<file path="src/rtl/usb_device_protocol_if.sv">
// Bundle of decoder/encoder packet paths and OUT/IN endpoint signals for the USB device protocol layer.
// Pure wiring, zero latency.
// Backpressure: the encoder acknowledges a packet with pkt_sent; the OUT sink holds it off with rx_ready.
interface usb_device_protocol_if;
  logic [98:0] pkt_from_dec;
  logic        pkt_from_dec_avail;
  logic        pkt_from_dec_corrupt;
  logic [98:0] pkt_to_enc;
  logic        pkt_to_enc_avail;
  logic        pkt_sent;
  logic [63:0] rx_data;
  logic        rx_data_valid;
  logic        rx_ready;
  logic [63:0] tx_data;
  logic        tx_data_avail;
  logic        tx_data_taken;
  logic        busy;

  // Environment side: decoder, encoder and application drive the device.
  modport master (
    output pkt_from_dec, pkt_from_dec_avail, pkt_from_dec_corrupt,
    output pkt_sent, rx_ready, tx_data, tx_data_avail,
    input  pkt_to_enc, pkt_to_enc_avail, rx_data, rx_data_valid,
    input  tx_data_taken, busy
  );

  // Device protocol layer side.
  modport slave (
    input  pkt_from_dec, pkt_from_dec_avail, pkt_from_dec_corrupt,
    input  pkt_sent, rx_ready, tx_data, tx_data_avail,
    output pkt_to_enc, pkt_to_enc_avail, rx_data, rx_data_valid,
    output tx_data_taken, busy
  );
endinterface

</file>
<file path="src/rtl/usb_device_protocol.sv">
// USB device-side protocol layer: decodes tokens, ACKs/NAKs OUT data, serves IN data and awaits the host handshake.
// Latency: token pulse -> pkt_to_enc_avail one clock later; all outputs registered.
// Backpressure: a response is held on pkt_to_enc until pkt_sent; rx_ready=0 turns OUT data into a NAK.
module usb_device_protocol #(
  parameter logic [6:0] DEV_ADDR    = 7'd5,
  parameter logic [3:0] OUT_ENDP    = 4'd4,
  parameter logic [3:0] IN_ENDP     = 4'd8,
  parameter logic [7:0] TIMEOUT_LEN = 8'd255
) (
  input logic            clk,
  input logic            rst_b,
  usb_device_protocol_if.slave bus
);

  localparam logic [7:0]  SYNC     = 8'h80;
  localparam logic [7:0]  PID_OUT  = 8'hE1;
  localparam logic [7:0]  PID_IN   = 8'h69;
  localparam logic [7:0]  PID_D0   = 8'hC3;
  localparam logic [15:0] HS_ACK   = {SYNC, 8'hD2};
  localparam logic [15:0] HS_NAK   = {SYNC, 8'h5A};
  localparam logic [98:0] ACK_PKT  = {HS_ACK, 83'b0};
  localparam logic [98:0] NAK_PKT  = {HS_NAK, 83'b0};

  typedef enum logic [2:0] {
    IDLE, RX_DATA, SEND_ACK, SEND_NAK, SEND_DATA, WAIT_HS
  } state_t;

  state_t      state_q, state_d;
  logic [7:0]  timer_q, timer_d;
  logic [98:0] pkt_to_enc_q, pkt_to_enc_d;
  logic        pkt_to_enc_avail_q, pkt_to_enc_avail_d;
  logic [63:0] rx_data_q, rx_data_d;
  logic        rx_data_valid_q, rx_data_valid_d;
  logic        tx_data_taken_q, tx_data_taken_d;
  logic        busy_q, busy_d;

  // Field views of the incoming packet.
  logic [7:0]  rx_pid;
  logic [6:0]  rx_addr;
  logic [3:0]  rx_endp;
  logic [15:0] rx_hs;
  logic [63:0] rx_payload;
  logic        rx_good;
  logic        timer_expired;

  assign rx_pid        = bus.pkt_from_dec[90:83];
  assign rx_addr       = bus.pkt_from_dec[82:76];
  assign rx_endp       = bus.pkt_from_dec[75:72];
  assign rx_hs         = bus.pkt_from_dec[98:83];
  assign rx_payload    = bus.pkt_from_dec[82:19];
  assign rx_good       = bus.pkt_from_dec_avail && !bus.pkt_from_dec_corrupt;
  assign timer_expired = (timer_q == TIMEOUT_LEN);

  // Next-state and next-output computation; a packet in the expiry cycle wins over the timeout.
  always_comb begin
    state_d            = state_q;
    timer_d            = 8'd0;
    pkt_to_enc_d       = pkt_to_enc_q;
    pkt_to_enc_avail_d = pkt_to_enc_avail_q;
    rx_data_d          = rx_data_q;
    rx_data_valid_d    = 1'b0;
    tx_data_taken_d    = 1'b0;

    case (state_q)
      IDLE: begin
        if (rx_good && rx_addr == DEV_ADDR) begin
          if (rx_pid == PID_OUT && rx_endp == OUT_ENDP) begin
            state_d = RX_DATA;
          end else if (rx_pid == PID_IN && rx_endp == IN_ENDP) begin
            pkt_to_enc_avail_d = 1'b1;
            if (bus.tx_data_avail) begin
              state_d      = SEND_DATA;
              pkt_to_enc_d = {SYNC, PID_D0, bus.tx_data, 19'b0};
            end else begin
              state_d      = SEND_NAK;
              pkt_to_enc_d = NAK_PKT;
            end
          end
        end
      end

      RX_DATA: begin
        if (bus.pkt_from_dec_avail) begin
          if (rx_good && rx_pid == PID_D0) begin
            pkt_to_enc_avail_d = 1'b1;
            if (bus.rx_ready) begin
              state_d         = SEND_ACK;
              pkt_to_enc_d    = ACK_PKT;
              rx_data_d       = rx_payload;
              rx_data_valid_d = 1'b1;
            end else begin
              state_d      = SEND_NAK;
              pkt_to_enc_d = NAK_PKT;
            end
          end else begin
            // Bad data is not answered; the host times out and retries.
            state_d = IDLE;
          end
        end else if (timer_expired) begin
          state_d = IDLE;
        end else begin
          timer_d = timer_q + 8'd1;
        end
      end

      SEND_ACK, SEND_NAK: begin
        if (bus.pkt_sent) begin
          state_d            = IDLE;
          pkt_to_enc_d       = '0;
          pkt_to_enc_avail_d = 1'b0;
        end
      end

      SEND_DATA: begin
        if (bus.pkt_sent) begin
          state_d            = WAIT_HS;
          pkt_to_enc_d       = '0;
          pkt_to_enc_avail_d = 1'b0;
        end
      end

      WAIT_HS: begin
        if (bus.pkt_from_dec_avail) begin
          // Only a clean ACK releases the payload; anything else leaves it for the retry.
          tx_data_taken_d = rx_good && (rx_hs == HS_ACK);
          state_d         = IDLE;
        end else if (timer_expired) begin
          state_d = IDLE;
        end else begin
          timer_d = timer_q + 8'd1;
        end
      end

      default: begin
        state_d            = IDLE;
        pkt_to_enc_d       = '0;
        pkt_to_enc_avail_d = 1'b0;
      end
    endcase

    busy_d = (state_d != IDLE);
  end

  // State and registered outputs; reset aborts any transaction without pulses.
  always_ff @(posedge clk or negedge rst_b) begin
    if (!rst_b) begin
      state_q            <= IDLE;
      timer_q            <= 8'd0;
      pkt_to_enc_q       <= '0;
      pkt_to_enc_avail_q <= 1'b0;
      rx_data_q          <= '0;
      rx_data_valid_q    <= 1'b0;
      tx_data_taken_q    <= 1'b0;
      busy_q             <= 1'b0;
    end else begin
      state_q            <= state_d;
      timer_q            <= timer_d;
      pkt_to_enc_q       <= pkt_to_enc_d;
      pkt_to_enc_avail_q <= pkt_to_enc_avail_d;
      rx_data_q          <= rx_data_d;
      rx_data_valid_q    <= rx_data_valid_d;
      tx_data_taken_q    <= tx_data_taken_d;
      busy_q             <= busy_d;
    end
  end

  assign bus.pkt_to_enc       = pkt_to_enc_q;
  assign bus.pkt_to_enc_avail = pkt_to_enc_avail_q;
  assign bus.rx_data          = rx_data_q;
  assign bus.rx_data_valid    = rx_data_valid_q;
  assign bus.tx_data_taken    = tx_data_taken_q;
  assign bus.busy             = busy_q;

endmodule

</file>
<file path="src/flat_wrapper.sv">
// flat-port wrapper written by rule: the top's interface ports become plain ports
module usb_device_protocol_flat 
#(
  parameter logic [6:0] DEV_ADDR    = 7'd5,
  parameter logic [3:0] OUT_ENDP    = 4'd4,
  parameter logic [3:0] IN_ENDP     = 4'd8,
  parameter logic [7:0] TIMEOUT_LEN = 8'd255
)
  (clk, rst_b, bus_pkt_from_dec, bus_pkt_from_dec_avail, bus_pkt_from_dec_corrupt, bus_pkt_sent, bus_rx_ready, bus_tx_data, bus_tx_data_avail, bus_pkt_to_enc, bus_pkt_to_enc_avail, bus_rx_data, bus_rx_data_valid, bus_tx_data_taken, bus_busy);
  usb_device_protocol_if bus_i ();
  input logic clk;
  input logic rst_b;
  input wire logic [$bits(bus_i.pkt_from_dec)-1:0] bus_pkt_from_dec;
  input wire logic [$bits(bus_i.pkt_from_dec_avail)-1:0] bus_pkt_from_dec_avail;
  input wire logic [$bits(bus_i.pkt_from_dec_corrupt)-1:0] bus_pkt_from_dec_corrupt;
  input wire logic [$bits(bus_i.pkt_sent)-1:0] bus_pkt_sent;
  input wire logic [$bits(bus_i.rx_ready)-1:0] bus_rx_ready;
  input wire logic [$bits(bus_i.tx_data)-1:0] bus_tx_data;
  input wire logic [$bits(bus_i.tx_data_avail)-1:0] bus_tx_data_avail;
  output wire logic [$bits(bus_i.pkt_to_enc)-1:0] bus_pkt_to_enc;
  output wire logic [$bits(bus_i.pkt_to_enc_avail)-1:0] bus_pkt_to_enc_avail;
  output wire logic [$bits(bus_i.rx_data)-1:0] bus_rx_data;
  output wire logic [$bits(bus_i.rx_data_valid)-1:0] bus_rx_data_valid;
  output wire logic [$bits(bus_i.tx_data_taken)-1:0] bus_tx_data_taken;
  output wire logic [$bits(bus_i.busy)-1:0] bus_busy;
  assign bus_i.pkt_from_dec = bus_pkt_from_dec;
  assign bus_i.pkt_from_dec_avail = bus_pkt_from_dec_avail;
  assign bus_i.pkt_from_dec_corrupt = bus_pkt_from_dec_corrupt;
  assign bus_i.pkt_sent = bus_pkt_sent;
  assign bus_i.rx_ready = bus_rx_ready;
  assign bus_i.tx_data = bus_tx_data;
  assign bus_i.tx_data_avail = bus_tx_data_avail;
  assign bus_pkt_to_enc = bus_i.pkt_to_enc;
  assign bus_pkt_to_enc_avail = bus_i.pkt_to_enc_avail;
  assign bus_rx_data = bus_i.rx_data;
  assign bus_rx_data_valid = bus_i.rx_data_valid;
  assign bus_tx_data_taken = bus_i.tx_data_taken;
  assign bus_busy = bus_i.busy;
  usb_device_protocol #(.DEV_ADDR(DEV_ADDR), .OUT_ENDP(OUT_ENDP), .IN_ENDP(IN_ENDP), .TIMEOUT_LEN(TIMEOUT_LEN)) u_core (.clk(clk), .rst_b(rst_b), .bus(bus_i));
endmodule
</file>
<file path="config.mk">
export PLATFORM = sky130hd
export DESIGN_NAME = usb_device_protocol_flat
export DESIGN_NICKNAME = d
export VERILOG_FILES = /design/src/rtl/usb_device_protocol_if.sv /design/src/rtl/usb_device_protocol.sv /design/src/flat_wrapper.sv
export SDC_FILE = /design/constraint.sdc
export NUM_CORES = 1
export LEC_CHECK = 0
export CAP_MARGIN = 15
export CORE_ASPECT_RATIO = 2
export CORE_UTILIZATION = 36
export DETAILED_ROUTE_END_ITERATION = 16
export HOLD_SLACK_MARGIN = 0.03
export MAX_ROUTING_LAYER = met4
export PLACE_DENSITY = 0.79
export SYNTH_ARGS = -nofsm -noshare
export SYNTH_HDL_FRONTEND = slang
export SYNTH_SLANG_ARGS = --single-unit
</file>
<file path="constraint.sdc">
create_clock -name clk -period 1.8 [get_ports clk]
set_input_delay 0.36 -clock clk [delete_from_list [all_inputs] [get_ports clk]]
set_output_delay 0.36 -clock clk [all_outputs]
set_load 0.01 [all_outputs]
</file>
Yosys cells after proc, flatten, opt, wreduce, memory -nomap -nowiden
Cells that the tools add are included.
{"block": "word_totals", "inputBits": 170, "register_bits": 178, "elab_cells": 80, "out_inout_bits": 167}
{"block": "op_classes", "n_mux": 37, "add_sub_neg": 1, "n_eq_ne": 19, "n_bitwise": 1, "n_reduce_logical": 14}
{"operator": "2-to-1 mux 99 bit", "count": 6}
{"operator": "one-hot mux 99 bit (4 select lines)", "count": 1}
{"operator": "2-to-1 mux 91 bit", "count": 2}
{"operator": "2-to-1 mux 3 bit", "count": 9}
{"operator": "== test 8 bit, second input constant", "count": 3}
{"operator": "2-to-1 mux 8 bit", "count": 3}
{"operator": "== test 16 bit, second input constant", "count": 1}
{"operator": "one-hot mux 3 bit (5 select lines)", "count": 1}
{"operator": "2-to-1 mux 1 bit", "count": 13}
{"operator": "adder 8 x 1 -> 8 bit, second input constant", "count": 1}
{"operator": "== test 8 x 7 -> 1 bit, second input constant", "count": 1}
{"operator": "!= test 2 x 1 -> 1 bit, second input constant", "count": 4}
{"operator": "== test 7 x 3 -> 1 bit, second input constant", "count": 1}
{"operator": "AND reduction 7 bit", "count": 1}
{"operator": "== test 3 x 2 -> 1 bit, second input constant", "count": 2}
{"operator": "== test 3 bit, second input constant", "count": 2}
{"operator": "logical AND 1 bit", "count": 6}
{"operator": "== test 4 x 3 -> 1 bit, second input constant", "count": 1}
{"operator": "== test 4 bit, second input constant", "count": 1}
{"operator": "!= test 2 bit, second input constant", "count": 2}
{"operator": "one-hot mux 1 bit (4 select lines)", "count": 1}
{"operator": "AND reduction 4 bit", "count": 1}
{"operator": "OR reduction 2 bit", "count": 2}
{"operator": "== test 3 x 1 -> 1 bit, second input constant", "count": 1}
{"operator": "other kinds (6)", "count": 6}

Logic depth before layout (Yosys ltp)
{"block": "logic_depth", "depth_word": 7, "mapped_depth": 9, "mapped_depth_nobuf": 6}

Worst setup path before layout
No wires, ideal clock.
{"block": "synth_timing", "kind": "flip-flop to flip-flop", "start": "register u_core.timer_q[0]", "end": "register u_core.busy_q, in the netlist u_core.bus.busy", "path_buffers": 0, "path_stages_with_launch": 7, "setup_time_ns": 0.139, "required_time_ns": 1.661, "arrival_ns": 1.705, "path_slack_ns": -0.043, "period_less_slack_ns": 1.843, "path_cell_list": "dfrtp_1 > ha_1 > nand3_2 > o21bai_4 > nand2_1 > a221o_1 > or4b_1"}
{"block": "synth_via", "elab_chain_cells": 5, "word_cells_on_any_way": 6, "classes_between": "eq/ne (1); mux (4); reduce/logical (1)"}
{"item": "from (decl)", "line": "usb_device_protocol.sv:29", "text": "logic [7:0] timer_q, timer_d;"}
{"item": "from (signal assigned)", "line": "usb_device_protocol.sv:157", "text": "timer_q <= timer_d;"}
{"item": "== test 8 bit *", "line": "usb_device_protocol.sv:52", "text": "assign timer_expired = (timer_q == TIMEOUT_LEN);"}
{"item": "2-to-1 mux 3 bit *", "line": "usb_device_protocol.sv:99, usb_device_protocol.sv:127"}
{"item": "2-to-1 mux 3 bit (on tied branches)", "line": "usb_device_protocol.sv:123, usb_device_protocol.sv:83"}
{"item": "one-hot mux 3 bit (5 select lines) *", "line": "usb_device_protocol.sv:64", "text": "case (state_q)"}
{"item": "net u_core.state_d[0]", "line": "usb_device_protocol.sv:28", "text": "state_t state_q, state_d;"}
{"item": "nonzero test 3 bit *", "line": "usb_device_protocol.sv:141", "text": "busy_d = (state_d != IDLE);"}
{"item": "net u_core.busy_d", "line": "usb_device_protocol.sv:35", "text": "logic busy_q, busy_d;"}
{"item": "to (signal assigned)", "line": "usb_device_protocol.sv:163", "text": "busy_q <= busy_d;"}
{"item": "to (decl)", "line": "usb_device_protocol.sv:35"}
The timed path passes the listed nets; every way through them passes the cells marked *.
A chain may end at the register's enable or synchronous reset.

Worst setup path in the final report
{"block": "layout_timing", "start": "input bus_pkt_from_dec[88]", "end": "register u_core.rx_data_q[42], in the netlist u_core.bus.rx_data[42]"}
{"block": "layout_via", "elab_chain_cells": 3}
{"item": "from (decl)", "line": "flat_wrapper.sv:13", "text": "input wire logic [$bits(bus_i.pkt_from_dec)-1:0] bus_pkt_from_dec;"}
{"item": "== test 8 bit", "line": "usb_device_protocol.sv:84", "text": "if (rx_good && rx_pid == PID_D0) begin"}
{"item": "logical AND 1 bit", "line": "usb_device_protocol.sv:84"}
{"item": "AND reduction 4 bit (no source line)"}
{"item": "to (signal assigned)", "line": "usb_device_protocol.sv:160", "text": "rx_data_q <= rx_data_d;"}
{"item": "to (decl)", "line": "usb_device_protocol.sv:32", "text": "logic [63:0] rx_data_q, rx_data_d;"}
Every way passes these cells.

==> out/summary.txt <==
Synth Area per Inst -> 11.9 sq um
Mean routed wirelength per cell -> 18.2 microns
First-pass GRT wire length -> 29,400 microns
Routed vias/inst -> 4.71
Final HPWL DP -> 13,600 microns
Worst path required time -> 2100 ps
Vias in the first global route -> 5,625
Die span in x -> 97.3 microns
Vias -> 5,369
Most used cell, CP -> buf_12
Pwr Density -> 671 nW/um^2
Cell variety after synth -> 49
Initial core utilization -> 36.7%
CP startpoint kind -> input port
Die area -> 18,700 sq um
Number of synthesized flops with an enable pin -> 0
RSZ-0062 raised after global routing -> true
Overflow after GRT -> 0
Tot Pwr -> 7.70 mW
Failing checks -> setup timing
Fmax -> 0.517 GHz
Detailed Routing Iterations Pass 1 -> 4
Largest net degree at the start of global routing -> 53
Max Clock Skew -> 6.56 ps
Clk network pwr share -> 49.5%
Layout Nets -> 1,086
Final Util -> 64.5%
CP arrival -> 2240 ps
Area Growth Syn to Fin -> 75.6%
Status -> complete, but fails checks
Placed instance area -> 9980 sq um
Int Pwr -> 6.01 mW
Pleak -> 5.35 nW
Ranking of synthesized cells by area -> dfrtp_1 56%, mux2_2 11%, mux2i_1 10%
Number of setup violations in the final report -> 127
Minimum clock period after layout -> 1930 ps
Worst Path Max Fanout -> 6
Area fraction of the dominant cell type after synthesis -> 56.3%
PortBufs -> 289
Comb power frac -> 7.6%
Clock Root Buffer -> clkbuf_16
Diode count -> 0
Initial antenna violation count -> 0
Initial DRC Count -> 178
RePlAce Congestion -> 0.846
Hold Fails Final Rpt -> 0
GRT Util Overall -> 21.2%
Layout cell share with drive strength beyond 1 -> 23.4%
Core area -> 17,800 sq um
Cells along the critical path -> clkdlybuf4s50_1, buf_4, nor2_1, nand3b_1, nor3_4, buf_12, buf_12, clkbuf_16, mux2_4
H-Tree Level Count -> 4
CP Class -> input port to flop
Async S/R FF share, synth -> 100%
Num CTS Buffers -> 17
Worst setup EP type -> flop
Detail Route Antenna Nets -> 0
Rows -> 69
Register area share after synthesis -> 56.3%
CTS tree -> done
Drt drc -> 0
Final instance area -> 11,500 sq um
Die H -> 193 microns
Clk_lat worst skew -> 420 ps
Mapped cell area -> 6530 sq um
Worst Slack Setup Final -> -133 ps
Net Sw Power -> 1.69 mW
Top Ports -> 337
Reg clk slew, reported paths -> 60 ps
#FFs+latches synth -> 147
Sequential power share -> 42.9%
HP Class -> input port to flop
Ys Warns -> 0
Hold Slack -> 273 ps
Sw Ratio -> 22.0%
Max Slew Vio Count -> 0
Max Root-Sink Buffers -> 2
Max Cap Viol -> 0
Synth Flop Type -> dfrtp_1
Max VDD drop -> 0.000577 V
Bufs and invs on worst path -> 5
Yosys top cell by area -> dfrtp_1
Clk sink count -> 147
Routed WL -> 20,700 microns
Tcrit/Tclk final -> 107%
Gate Count Post-Synth -> 547
Slowest-stage cell, CP -> clkdlybuf4s50_1
Top delay family on crit path -> buffers and inverters
Worst path max stage delay -> 460 ps
==> path summary, 6_finish.rpt <==
check | startpoint | endpoint | slack (ps) | cells after the start
max in group asynchronous | rst_b | u_core.bus.rx_data[20]$_DFFE_PN0P_ | 800 | 3
min in group asynchronous | rst_b | u_core.bus.rx_data[15]$_DFFE_PN0P_ | 430 | 2
worst min register to register | u_core.bus.rx_data[10]$_DFFE_PN0P_ | u_core.bus.rx_data[10]$_DFFE_PN0P_ | 510 | 1
worst max-delay path | bus_pkt_from_dec[88] | u_core.bus.rx_data[42]$_DFFE_PN0P_ | -130 | 9
worst min-delay path | bus_pkt_from_dec[80] | u_core.bus.rx_data[61]$_DFFE_PN0P_ | 270 | 2
worst max register to register | u_core.state_q[2]$_DFF_PN0_ | u_core.bus.rx_data[42]$_DFFE_PN0P_ | -130 | 8
==> placed cells by master (no fill, tap or decap), drive strengths merged, types with 5 or more instances in the layout <==
cell / instances
nor2: 12
mux2i: 65
o21ai: 5
conb: 28
nand2: 75
nor3: 5
clkbuf: 24
mux2: 67
clkdlybuf4s50: 275
buf: 82
dlygate4sd2: 10
inv: 72
dfrtp: 147
==> sequential cells by signal, summed over array words and instances, names as in the netlist <==
name	flops
u_core.bus.rx_data_valid	1
u_core.timer_q	8
u_core.bus.tx_data_taken	1
u_core.bus.busy	1
u_core.bus.rx_data	64
u_core.bus.pkt_to_enc	69
u_core.state_q	3
==> cells by family after synthesis <==
group	Yosys count	synth area share, %
XOR/XNOR	4	0.536
other	1	0.0574
flip-flops	147	56.3
multiplexers	132	21.5
adder cells (fa/ha/maj)	1	0.191
AND/OR/NAND/NOR	121	9.50
buffers and inverters	125	10.2
AO/OA/AOI/OAI	16	1.74
==> metrics by stage <==
stage	instances	setup WS, ps	TNS [ps]
global placement	1079	-568	-65970
global route	1140	-229	-20770
floorplan	574	2.03	0
detailed placement	1079	-628	-72640
CTS	1131	-72.1	-1390
finish	1140	-133	-8660
==> cell type report <==
| class | instances | area, sq um |
|---|---|---|
| Clock buffer | 19 | 443 |
| Sequential cell | 147 | 3680 |
| Tap cell | 213 | 267 |
| Multi-Input combinational cell | 303 | 2680 |
| Timing Repair Buffer | 376 | 3960 |
| Fill cell | 1341 | 6310 |
| Inverter | 70 | 263 |
| Clock inverter | 12 | 180 |
==> routing by layer <==
layer  up-vias  global-route usage (%)  wire, microns
met4         0                    10.9            748
li1       2454                       -              -
met2       239                    39.4          11800
met5         -                       -              0
met3        49                    4.35            926
met1      2627                    20.7           7290
==> synthesized netlist by cell type, types with 2 or more instances <==
cell type / instances
nor4_1: 2
nor2_1: 10
nor2b_1: 2
mux2i_1: 65
mux2_1: 3
nand2_1: 74
nor3_1: 5
nor4b_2: 2
o21ai_0: 5
buf_4: 42
inv_1: 70
nand4_2: 2
a21oi_1: 4
nand3_1: 3
buf_2: 3
mux2_2: 64
buf_6: 3
or3_1: 2
and4bb_1: 2
and2b_1: 2
clkbuf_1: 6
dfrtp_1: 147
xor2_1: 3
==> timing repair <==
action                     in CTS  in global routing
hold buffers                    1                  0
hold endpoints to repair       31                  0
gates cloned                    5                  5
buffers inserted               15                  5
resized for setup              44                 92
setup endpoints to repair     132                129
pin swaps                      10                 10
==> worst register-to-register path, cell delays in order (launching register included) <==
cell,delay (ps)
dfrtp_2,450
nor2_4,150
nand2_2,90
buf_4,150
nor3_4,190
buf_12,150
buf_12,140
clkbuf_16,180
mux2_4,310
==> power by group through the flow <==
stage	Clock, mW	Sequential (mW)	Combinational [mW]
after floorplan	0	3.37	0.144
after global placement	0	3.37	0.559
after detailed placement	0	3.37	0.564
after CTS	3.89	3.30	0.576
after global routing	4.05	3.30	0.631
final	3.82	3.30	0.583
Note: power is estimated with default switching activity, not from simulation.
